File: config.mk
export PLATFORM = sky130hd
export DESIGN_NAME = interrupt_factor_controller
export DESIGN_NICKNAME = d
export VERILOG_FILES = /design/src/rtl/interrupt_factor_controller.sv
export SDC_FILE = /design/constraint.sdc
export NUM_CORES = 1
export LEC_CHECK = 0
export BUFFER_PORTS_ARGS = -buffer_cell sky130_fd_sc_hd__buf_2
export CORE_MARGIN = 2
export CORE_UTILIZATION = 40
export CTS_CLUSTER_DIAMETER = 60
export CTS_CLUSTER_SIZE = 24
export DETAILED_ROUTE_END_ITERATION = 10
export PLACE_DENSITY = 0.64
export SYNTH_ARGS = -nofsm -noshare
export SYNTH_HDL_FRONTEND = slang
export SYNTH_SLANG_ARGS = --single-unit
File: constraint.sdc
create_clock -name clk -period 5.4 [get_ports clk]
set_clock_uncertainty 0.2 [all_clocks]
set_input_delay 1.08 -clock clk [delete_from_list [all_inputs] [get_ports clk]]
set_output_delay 1.08 -clock clk [all_outputs]
set_load 0.005 [all_outputs]
File: src/rtl/interrupt_factor_controller.sv
// -----------------------------------------------------------------------------
// interrupt_factor_controller
//
// Requester side of the CPU interrupt handshake. Peripheral events are folded
// into sticky 4-bit factor flags (six groups), gated by per-group masks, and
// presented to the microcode sequencer as interrupt_req (group g -> vector
// 2g+2). K0x/K1x pins are synchronised and edge-detected into groups 2 and 3.
// Factor registers clear when the CPU reads them. Acknowledges from the
// sequencer are tracked as a rising edge of performing_interrupt.
//
// Ports
//   clk, reset            system clock, synchronous active-high reset
//   clk_en                CPU clock enable; architectural state advances only
//                         when high (pin synchroniser and ack detector run on clk)
//   timer_events          group 0 event pulses (vector 2)
//   stopwatch_events      group 1 event pulses (vector 4)
//   k0_pins / k1_pins     async pin levels, groups 2/3 (vectors 6/8)
//   serial_events         group 4 event pulses (vector 10)
//   prog_timer_events     group 5 event pulses (vector 12)
//   reg_addr/read/write/wdata/rdata   local register port, rdata registered
//   performing_interrupt  sequencer busy flag; rising edge = acknowledge
//   interrupt_address     vector being serviced
//   interrupt_req         per-vector request lines
//   in_service_vector     last acknowledged vector
//   ack_pulse             one-clk pulse per acknowledge
// -----------------------------------------------------------------------------
module interrupt_factor_controller #(
   parameter int K_SYNC_STAGES = 2   // minimum 2
) (
   input  logic        clk,
   input  logic        reset,
   input  logic        clk_en,
   input  logic [3:0]  timer_events,
   input  logic [3:0]  stopwatch_events,
   input  logic [3:0]  k0_pins,
   input  logic [3:0]  k1_pins,
   input  logic [3:0]  serial_events,
   input  logic [3:0]  prog_timer_events,
   input  logic [3:0]  reg_addr,
   input  logic        reg_read,
   input  logic        reg_write,
   input  logic [3:0]  reg_wdata,
   output logic [3:0]  reg_rdata,
   input  logic        performing_interrupt,
   input  logic [3:0]  interrupt_address,
   output logic [14:0] interrupt_req,
   output logic [3:0]  in_service_vector,
   output logic        ack_pulse
);

   localparam int NUM_GROUPS = 6;

   logic [3:0] factor_r [NUM_GROUPS];
   logic [3:0] mask_r   [NUM_GROUPS];
   logic       k0_sel_r;            // 1 = falling edge, 0 = rising edge
   logic       k1_sel_r;
   logic [3:0] k0_sync_r [K_SYNC_STAGES];
   logic [3:0] k1_sync_r [K_SYNC_STAGES];
   logic [3:0] k0_prev_r;
   logic [3:0] k1_prev_r;
   logic       perf_prev_r;

   logic [3:0] k0_synced_s;
   logic [3:0] k1_synced_s;
   logic [3:0] k0_edge_s;
   logic [3:0] k1_edge_s;
   logic [3:0] set_s      [NUM_GROUPS];
   logic [3:0] reg_view_s [16];
   logic [3:0] rd_mux_s;

   assign k0_synced_s = k0_sync_r[K_SYNC_STAGES-1];
   assign k1_synced_s = k1_sync_r[K_SYNC_STAGES-1];

   // Pin synchronisers, free-running on clk so the pin history is not gated.
   always_ff @(posedge clk) begin
      if (reset) begin
         for (int s = 0; s < K_SYNC_STAGES; s++) begin
            k0_sync_r[s] <= 4'h0;
            k1_sync_r[s] <= 4'h0;
         end
      end else begin
         k0_sync_r[0] <= k0_pins;
         k1_sync_r[0] <= k1_pins;
         for (int s = 1; s < K_SYNC_STAGES; s++) begin
            k0_sync_r[s] <= k0_sync_r[s-1];
            k1_sync_r[s] <= k1_sync_r[s-1];
         end
      end
   end

   // Edge detection: the select only picks which polarity of an existing
   // synced/previous difference counts, so changing it cannot invent an edge.
   always_comb begin
      k0_edge_s = 4'h0;
      k1_edge_s = 4'h0;
      if (k0_sel_r) begin
         k0_edge_s = ~k0_synced_s & k0_prev_r;
      end else begin
         k0_edge_s = k0_synced_s & ~k0_prev_r;
      end
      if (k1_sel_r) begin
         k1_edge_s = ~k1_synced_s & k1_prev_r;
      end else begin
         k1_edge_s = k1_synced_s & ~k1_prev_r;
      end
   end

   // Per-group set vectors.
   always_comb begin
      set_s[0] = timer_events;
      set_s[1] = stopwatch_events;
      set_s[2] = k0_edge_s;
      set_s[3] = k1_edge_s;
      set_s[4] = serial_events;
      set_s[5] = prog_timer_events;
   end

   // Flat view of the register map for the read mux; holes read as zero.
   always_comb begin
      for (int a = 0; a < 16; a++) begin
         reg_view_s[a] = 4'h0;
      end
      for (int g = 0; g < NUM_GROUPS; g++) begin
         reg_view_s[g]     = factor_r[g];
         reg_view_s[g + 8] = mask_r[g];
      end
      reg_view_s[14] = {3'b000, k0_sel_r};
      reg_view_s[15] = {3'b000, k1_sel_r};
      rd_mux_s = reg_view_s[reg_addr];
   end

   // Architectural state: factors, masks, edge selects, pin history, rdata.
   // A factor read clears the flags, but an event on the same edge is OR-ed
   // in afterwards so it survives for the next read.
   always_ff @(posedge clk) begin
      if (reset) begin
         for (int g = 0; g < NUM_GROUPS; g++) begin
            factor_r[g] <= 4'h0;
            mask_r[g]   <= 4'h0;
         end
         k0_sel_r  <= 1'b0;
         k1_sel_r  <= 1'b0;
         k0_prev_r <= 4'h0;
         k1_prev_r <= 4'h0;
         reg_rdata <= 4'h0;
      end else if (clk_en) begin
         k0_prev_r <= k0_synced_s;
         k1_prev_r <= k1_synced_s;
         if (reg_read) begin
            reg_rdata <= rd_mux_s;
         end
         for (int g = 0; g < NUM_GROUPS; g++) begin
            if (reg_read && (reg_addr == 4'(g))) begin
               factor_r[g] <= set_s[g];
            end else begin
               factor_r[g] <= factor_r[g] | set_s[g];
            end
            if (reg_write && (reg_addr == 4'(g + 8))) begin
               mask_r[g] <= reg_wdata;
            end
         end
         if (reg_write && (reg_addr == 4'd14)) begin
            k0_sel_r <= reg_wdata[0];
         end
         if (reg_write && (reg_addr == 4'd15)) begin
            k1_sel_r <= reg_wdata[0];
         end
      end
   end

   // Acknowledge tracking on clk: one pulse per rising edge of the busy flag.
   always_ff @(posedge clk) begin
      if (reset) begin
         perf_prev_r       <= 1'b0;
         ack_pulse         <= 1'b0;
         in_service_vector <= 4'h0;
      end else begin
         perf_prev_r <= performing_interrupt;
         ack_pulse   <= performing_interrupt & ~perf_prev_r;
         if (performing_interrupt && !perf_prev_r) begin
            in_service_vector <= interrupt_address;
         end
      end
   end

   // Request lines: group g drives vector 2g+2, odd and unused vectors stay low.
   always_comb begin
      interrupt_req = 15'h0000;
      for (int g = 0; g < NUM_GROUPS; g++) begin
         interrupt_req[2*g + 2] = |(factor_r[g] & mask_r[g]);
      end
   end

endmodule

==> impl_results.md <==
- Num Clock Sinks: 84
- Setup repair after global routing missed its margin: no
- Run status: finished, final reports clean
- # fillers: 948
- Gate Count Post-Synth: 370
- Post-Synth XOR/XNOR Area: 0
- Worst R2R Setup Slack: 3740 ps
- Row count: 36
- Die ar.: 10900 µm²
- Synth Area in Adders: 0
- Period minus WS final: 2870 ps
- Root buffer cell: clkbuf_8
- H-tree depth: 3
- Num CTS Buffers: 9
- Synthesized area: 4030 µm²
- Resized cells post-CTS: 0
- Combinational share of power: 0.105
- Core Area: 9770 µm²
- Worst Tran Pin Value: 940 ps
- Top-count cell post-synth: edfxtp_1
- CTS tree: yes
- Reg clk slew, reported paths: 100 ps
- Post-DR wirelength/cell: 16.2 µm
- Largest area contributor in the netlist: edfxtp_1
- Top cells by area, synth: edfxtp_1 (36%), dfxtp_1 (18%), mux2i_1 (5.0%)
- I/O Pins: 66
- Routed WL: 8870 µm
- Crit Path Max Fanout: 44
- Final period utilization: 0.532
- Lkg Pwr: 1.79 nW
- Maxcap violations: 0
- Crit Path Class: in -> reg
- Min-delay worst type: reg -> reg
- Drc violations: 0
- Startpoint types: input port
- Fin Setup TNS: 0 ps
- Sw Share: 0.275
- Reg2reg path depth: 3
- Main synth FF type: edfxtp_1
- Share of cells above drive strength 1: 0.216
- GP Congestion: 0.851
- Seq pwr share: 0.559
- Seq/Total Area, Yosys: 0.536
- WHS: 215 ps
- Simple-gate share of the synthesized area: 0.164
- Top-area cell type share of the netlist area: 0.358
- Synth cell count leaders: edfxtp_1 (48), dfxtp_1 (36), o21ai_0 (30), and2_1 (24), a21oi_1 (22)
- GRT Total Usage: 0.169
- Peak Freq: 0.348 GHz
- Largest net degree at the start of global routing: 45
- Initial antenna violation count: 0
- Avg Cell Area, Syn: 10.9 µm²
- Post-synthesis mux area share: 0.108
- Hold Path Cell Cnt: 1
- Hold bufs inserted after CTS: 0
- Number of flops mapped to enable cells by yosys: 48
- Via count: 2872
- NetSw: 0.364 mW
- DP Wirelength: 6280 µm
- Crit path required time: 5420 ps
- Final setup vio count: 0
- Vias per inst: 5.23
- WHS Endpoint: ack_pulse
- Area Growth Syn to Fin: 12.1%
- Worst r2r src: mask_r[2][0]
- Initial core utilization: 0.412
- First-pass GRT wire length: 14600 µm
- Die X: 104 µm
- Iteration-0 DRC Markers: 255
- Max-slew violation count: 0
- ANT nets after route: 0
- Die Height: 104 µm
- Total gr overflow: 0
- CP arrival: 2890 ps
- Nets@finish: 453
- Hold Path Origin: perf_prev_r
- FFs w/ async S/R, synth: 0
- Hold Violations, Final: 0
- Vias in the first global route: 2730
- Pwr dens: 293 nW/µm²
- PortBufs: 56
- Reg2reg end: reg_rdata[0]
- Compound-Gate Fraction of Synth Area: 0.127
- Total setup buffers inserted after CTS: 0
- Pre-Repair DR Iteration Count: 4
- Peak VDD IR: 142 µV
- Antenna cells: 0
- Yosys cell types: 43
- Clock Latency Late Sink: 360 ps
- CP endpoint kind: flop
- Largest family of logic cells by synthesized area: simple AND/OR/NAND/NOR gates
- FF+latch count, synth: 84
- Internal: 0.959 mW
- Clock share of power: 0.336
- Clock Tree Buf Depth: 2
- Synthesis warning total: 0
- Max_slew headroom: 0.373
## power groups by stage
| stage | clock network [mW] | logic, mW | registers (mW) |
|---|---|---|---|
| after floorplan | 0 | 0.0993 | 0.742 |
| after global placement | 0 | 0.136 | 0.752 |
| after detailed placement | 0 | 0.139 | 0.754 |
| after CTS | 0.454 | 0.139 | 0.739 |
| after global routing | 0.485 | 0.154 | 0.745 |
| final | 0.445 | 0.139 | 0.740 |
## placed cells by master (no fill, tap or decap), drive strengths merged, types with 2 or more instances in the layout
master / netlist / final
a21oi: 22 / 22
a221oi: 3 / 3
a22oi: 12 / 12
a31oi: 8 / 8
and2: 24 / 24
buf: 22 / 56
clkbuf: 12 / 9
clkinv: 0 / 4
conb: 1 / 9
dfxtp: 36 / 36
edfxtp: 48 / 48
inv: 18 / 21
mux2: 8 / 8
mux2i: 20 / 20
mux4: 6 / 6
nand2: 14 / 14
nand2b: 4 / 4
nand3b: 11 / 11
nand4: 3 / 3
nor2: 20 / 20
nor2b: 19 / 19
nor3: 4 / 4
nor4: 2 / 2
o21ai: 30 / 30
o22ai: 2 / 2
o31ai: 2 / 2
o32ai: 3 / 3
or2: 2 / 2
or3b: 5 / 5
## registers in the layout (all words and copies together), names as in the netlist
register and count:
k0_prev_r 4, mask_r 24, k0_sync_r 8, factor_r 24, perf_prev_r 1, in_service_vector 4
k1_prev_r 4, k1_sync_r 8, k1_sel_r 1, reg_rdata 4, ack_pulse 1, k0_sel_r 1
## per-layer routing
metal  global-route usage  up-vias  part of all wire
li1                     -     1412                 -
met1                0.255     1370              0.49
met2                0.242       85              0.44
met3               0.0432        5             0.057
met4               0.0415        0            0.0080
met5                    0        -                 0
## kinds of logic after synthesis
kind of cell	Yosys count
AOI/OAI and AO/OA	85
buffers and inverters	52
DFF	84
muxes	34
other	1
and+or+nand+nor	114
## final cells by class
cell class                      count  area (µm²)  share of cell area
Sequential cell                    84        2160               0.478
Multi-Input combinational cell    242        1640               0.364
Timing Repair Buffer               56         280              0.0620
Tap cell                          133         166              0.0368
Clock buffer                        9         124              0.0274
Clock inverter                      7        76.3              0.0169
Inverter                           18        67.6              0.0150
## through the flow
step | power [mW] | instance area [µm²] | setup slack [ps] | util | std cells
CTS | 1.33 | 4520 | 2500 | 0.462 | 549
detailed placement | 0.892 | 4320 | 2110 | 0.442 | 533
global placement | 0.888 | 4320 | 2170 | 0.442 | 533
global route | 1.38 | 4520 | 2330 | 0.462 | 549
finish | 1.32 | 4520 | 2530 | 0.462 | 549
floorplan | 0.842 | 4060 | 2850 | - | 378
## worst max-delay path by stage
stage | start | end | slack (ps) | cells after the start
after floorplan | reset | factor_r[0][0] | 2850 | 3
after global placement | reset | reg_rdata[1] | 2170 | 4
after CTS | reset | reg_rdata[2] | 2500 | 4
final | reset | reg_rdata[2] | 2530 | 4
after detailed placement | reset | reg_rdata[1] | 2110 | 4
after global routing | reset | reg_rdata[2] | 2330 | 4
## worst max-delay path, cell delays in order
cell and delay [ps]:
buf_2 610, nand2b_1 820, or3b_1 270, o32ai_1 90
(Power assumes the default switching activity.)
